==> src/rtl/bus_arb_pkg.sv <==
// Shared types and constants for the round-robin tri-state bus arbiter.
package bus_arb_pkg;

   localparam int DEF_N_REQ    = 4;
   localparam int DEF_MAX_HOLD = 16;

   typedef enum logic [1:0] {
      IDLE  = 2'd0,
      GRANT = 2'd1,
      TURN  = 2'd2
   } arb_state_t;

   // Bits needed to hold values 0..value-1, never less than one bit.
   function automatic int clog2_width(input int value);
      int w;
      w = 0;
      while ((1 << w) < value) w++;
      return (w < 1) ? 1 : w;
   endfunction

endpackage

==> src/rtl/rr_picker.sv <==
// Combinational round-robin picker: first requester after last_id, wrapping modulo N_REQ.
module rr_picker
   import bus_arb_pkg::*;
#(
   parameter  int N_REQ = DEF_N_REQ,
   localparam int ID_W  = clog2_width(N_REQ)
) (
   input  logic [N_REQ-1:0] req,
   input  logic [ID_W-1:0]  last_id,
   output logic             found,
   output logic [ID_W-1:0]  win_id
);

   logic [ID_W-1:0] idx;

   always_comb begin
      found  = 1'b0;
      win_id = '0;
      idx    = '0;
      // Offset 1 first, last_id itself last, so the previous owner has lowest priority.
      for (int i = 1; i <= N_REQ; i++) begin
         idx = ID_W'((int'(last_id) + i) % N_REQ);
         if (!found && req[idx]) begin
            found  = 1'b1;
            win_id = idx;
         end
      end
   end

endmodule

==> src/rtl/bus_arbiter.sv <==
// Round-robin arbiter producing one-hot driver enables with a forced idle cycle between owners
// and a hold-time limit that force-releases a long-running owner.
module bus_arbiter
   import bus_arb_pkg::*;
#(
   parameter  int N_REQ    = DEF_N_REQ,
   parameter  int MAX_HOLD = DEF_MAX_HOLD,
   localparam int ID_W     = clog2_width(N_REQ),
   localparam int CNT_W    = clog2_width(MAX_HOLD + 1)
) (
   input  logic             clk,
   input  logic             rst_n,
   input  logic [N_REQ-1:0] req,
   output logic [N_REQ-1:0] drive_en,
   output logic [ID_W-1:0]  grant_id,
   output logic             bus_busy,
   output logic             timeout,
   output arb_state_t       fsm_state
);

   arb_state_t       state_q, state_d;
   logic [ID_W-1:0]  last_id_q, last_id_d;
   logic [CNT_W-1:0] hold_q, hold_d;
   logic [N_REQ-1:0] drive_d;
   logic [ID_W-1:0]  grant_d;
   logic             timeout_d;
   logic             found;
   logic [ID_W-1:0]  win_id;

   rr_picker #(.N_REQ(N_REQ)) u_picker (
      .req     (req),
      .last_id (last_id_q),
      .found   (found),
      .win_id  (win_id)
   );

   always_comb begin
      state_d   = state_q;
      last_id_d = last_id_q;
      hold_d    = hold_q;
      drive_d   = '0;
      grant_d   = grant_id;
      timeout_d = 1'b0;
      case (state_q)
         IDLE, TURN: begin
            // TURN keeps drive_en low for this cycle even when a new winner is chosen.
            if (found) begin
               state_d   = GRANT;
               drive_d   = N_REQ'(1) << win_id;
               grant_d   = win_id;
               hold_d    = CNT_W'(1);
               last_id_d = win_id;
            end else begin
               state_d = IDLE;
            end
         end
         GRANT: begin
            if (!req[grant_id]) begin
               state_d = TURN;
            end else if (hold_q == CNT_W'(MAX_HOLD)) begin
               state_d   = TURN;
               timeout_d = 1'b1;
            end else begin
               hold_d  = hold_q + CNT_W'(1);
               drive_d = drive_en;
            end
         end
         default: state_d = IDLE;
      endcase
   end

   always_ff @(posedge clk or negedge rst_n) begin
      if (!rst_n) begin
         state_q   <= IDLE;
         last_id_q <= ID_W'(N_REQ - 1);
         hold_q    <= '0;
         drive_en  <= '0;
         grant_id  <= '0;
         bus_busy  <= 1'b0;
         timeout   <= 1'b0;
      end else begin
         state_q   <= state_d;
         last_id_q <= last_id_d;
         hold_q    <= hold_d;
         drive_en  <= drive_d;
         grant_id  <= grant_d;
         bus_busy  <= |drive_d;
         timeout   <= timeout_d;
      end
   end

   assign fsm_state = state_q;

endmodule

==> config.mk <==
export PLATFORM = sky130hd
export DESIGN_NAME = bus_arbiter
export DESIGN_NICKNAME = d
export VERILOG_FILES = /design/src/rtl/bus_arb_pkg.sv /design/src/rtl/rr_picker.sv /design/src/rtl/bus_arbiter.sv
export SDC_FILE = /design/constraint.sdc
export NUM_CORES = 1
export LEC_CHECK = 0
export BUFFER_PORTS_ARGS = -buffer_cell sky130_fd_sc_hd__buf_2
export CORE_MARGIN = 5
export CORE_UTILIZATION = 56
export DETAILED_ROUTE_END_ITERATION = 12
export PLACE_DENSITY = 0.83
export SYNTH_ARGS = -nofsm -noshare
export SYNTH_HDL_FRONTEND = slang
export SYNTH_SLANG_ARGS = --single-unit
==> constraint.sdc <==
create_clock -name clk -period 3.57 [get_ports clk]
set_input_delay 0.357 -clock clk [delete_from_list [all_inputs] [get_ports clk]]
set_output_delay 0.357 -clock clk [all_outputs]
set_load 0.005 [all_outputs]
==> metrics.yaml <==
dp_hpwl_um: 1280
setup-violations-final: 0
numCtsBuffers: 3
min_path_type: "primary input to async pin"
drv_cap: 0
syn_avg_cell_area_um2: 11.1
syn_area_um2: 865
fin_tns_setup_ns: 0
cts-root-buf: "clkbuf_4"
die_area_um2: 2430
timing.final.crit_period_ns: 1.71
cts_setup_buffers: 0
cts_max_level: 1
finalPower_mw: 0.814
ios: 16
drive_above_1_share_pct: 28.1
syn_to_final_growth_pct: 13.5
drt_iter0_markers: 10
status: "finished, final reports clean"
drv_slew: 0
grt_max_degree: 18
synth.ff_latch_count: 17
synth_area_leader_cell: "dfrtp_1"
grt_pass1_wl_um: 2930
synthTopCellsByCount: "15 x dfrtp_1, 7 x a21oi_1, 6 x nand2_1, 6 x nor2_1, 4 x inv_1"
fin_util_pct: 65.9
power_density_nw_per_um2: 830
antenna_left: 0
dp.cells: 107
wire_per_inst_um: 15.2
max_freq_mhz: 583
antenna_found_initial: 0
start_kind: "register"
ys_warn_count: 0
fin_nets: 105
rsz0062_at_grt: "false"
wl_met2_um: 802
syn_inst: 78
cts_tree: "yes"
peakVddDrop_uv: 417
rr_startpoint: "hold_q[0]"
worstPathRequired_ns: 3.79
die-height_um: 49.3
critical_path_class: "register to register"
wl_met3_um: 84
route.vias.total: 675
num_antenna_cells: 0
final_cells: 112
yosysSeqAreaShare_pct: 49.5
ff2ff_path_depth: 6
clockBufferDepth: 2
fin_hold_ws_ns: 0.500
rows: 14
viasPerCell: 6.03
dp_slack_ns: 1.87
drt_first_pass_iters: 4
cts.sinks: 17
synth_area_leaders: "dfrtp_1 43%, dfstp_2 6.1%, a21oi_1 4.1%, ha_1 2.9%, mux4_2 2.6%"
end_kind: "register"
final_cell_area_um2: 981
p_leak_nw: 0.469
path_clk_slew_ns: 0.10
crit_path_start: "hold_q[0]"
routed_wl_um: 1700
start_util_pct: 58.1
gp_congestion: 0.777
synth_most_common_cell: "dfrtp_1"
synth_edf_count: 0
cp_max_fo: 7
syn_nets: 86
async_reset_ff_share_pct: 100
placed_area_um2: 943
setup_slack_ns: 1.86
clkLatencyLatePin_ns: 0.29
grtUsageTotal_pct: 15.5
highest_layer: "met4"
relSlewSlack_pct: 55.4
worstMarginPinSlew_ns: 0.669
fin_crit_sh_pct: 48.0
die_w_um: 49.3
coreArea_um2: 1490
yosys.area.top_type_share_pct: 43.4
drc: 0
fin_skew_ns: 0.00680
overflow: 0
wl_met1_um: 780
cp_data_arrival_time_ns: 1.94
yosys_most_used_dff: "dfrtp_1"
io_buffers: 15
grt_pass1_vias: 665
yosysUniqueCellTypes: 33
hold_viol: 0
per-layer routing:
layer / up-vias / global-route usage [%]
li1: 327 / -
met3: 4 / 3.06
met2: 15 / 24.5
met1: 329 / 19.8
met4: 0 / 8.07
met5: - / 0
worst max-delay path: stages, from the launching register on:
cell	delay, ns
dfrtp_1	0.42
inv_1	0.06
ha_1	0.20
nand4bb_1	0.18
a22oi_4	0.13
or4_1	0.51
a21oi_1	0.15
layout by cell type (no fill, tap or decap), types with 2 or more instances in the layout:
master    count
a21o_1        2
a21oi_1       7
a22o_1        2
a32o_1        2
buf_2        15
clkbuf_4      3
dfrtp_1      15
dfstp_2       2
ha_1          2
inv_1         4
mux2i_1       2
nand2_1       6
nand3_1       2
nor2_1        6
nor2_2        2
o31ai_1       3
or4_1         3
what timing repair did:
action	4_1_cts	5_1_grt
resized for setup	0	0
hold buffers	1	0
endpoints found under the hold margin	15	0
state kept, by name, indices dropped and copies added (netlist names):
register,cells
hold_q,5
fsm_state,2
timeout,1
grant_id,2
last_id_q,2
bus_busy,1
drive_en,4
power by group:
group / switching (mW) / internal [mW] / total, mW
logic: 0.198 / 0.168 / 0.367
clock network: 0.0619 / 0.0417 / 0.104
registers: 0.0691 / 0.275 / 0.344
logic make-up after synthesis:
logic type	Yosys count	share of synthesized area (%)
buf+inv	6	3.62
mux	3	4.92
compound gates	22	20.3
flops	17	49.5
fa+ha+maj	2	2.89
simple gates	28	18.8
path summary, 6_finish.rpt:
| check | endpoint | slack, ns |
|---|---|---|
| worst min-delay path | grant_id[1] | 0.50 |
| max in group asynchronous | last_id_q[0] | 2.75 |
| worst max register to register | hold_q[3] | 1.86 |
| worst max-delay path | hold_q[3] | 1.86 |
| min in group clk | drive_en[3] | 0.52 |
| worst min register to register | drive_en[1] | 0.54 |
layout make-up:
| type | count | area, µm² |
|---|---|---|
| clock inverters | 1 | 5.00 |
| repair buffers | 16 | 85.1 |
| clock buffers | 3 | 22.5 |
| inverters | 4 | 15.0 |
| well taps | 16 | 20.0 |
| flip-flops and latches | 17 | 428 |
| multi-input cells | 55 | 405 |
| fillers | 118 | 508 |
Power figures use the tool's default switching activity.
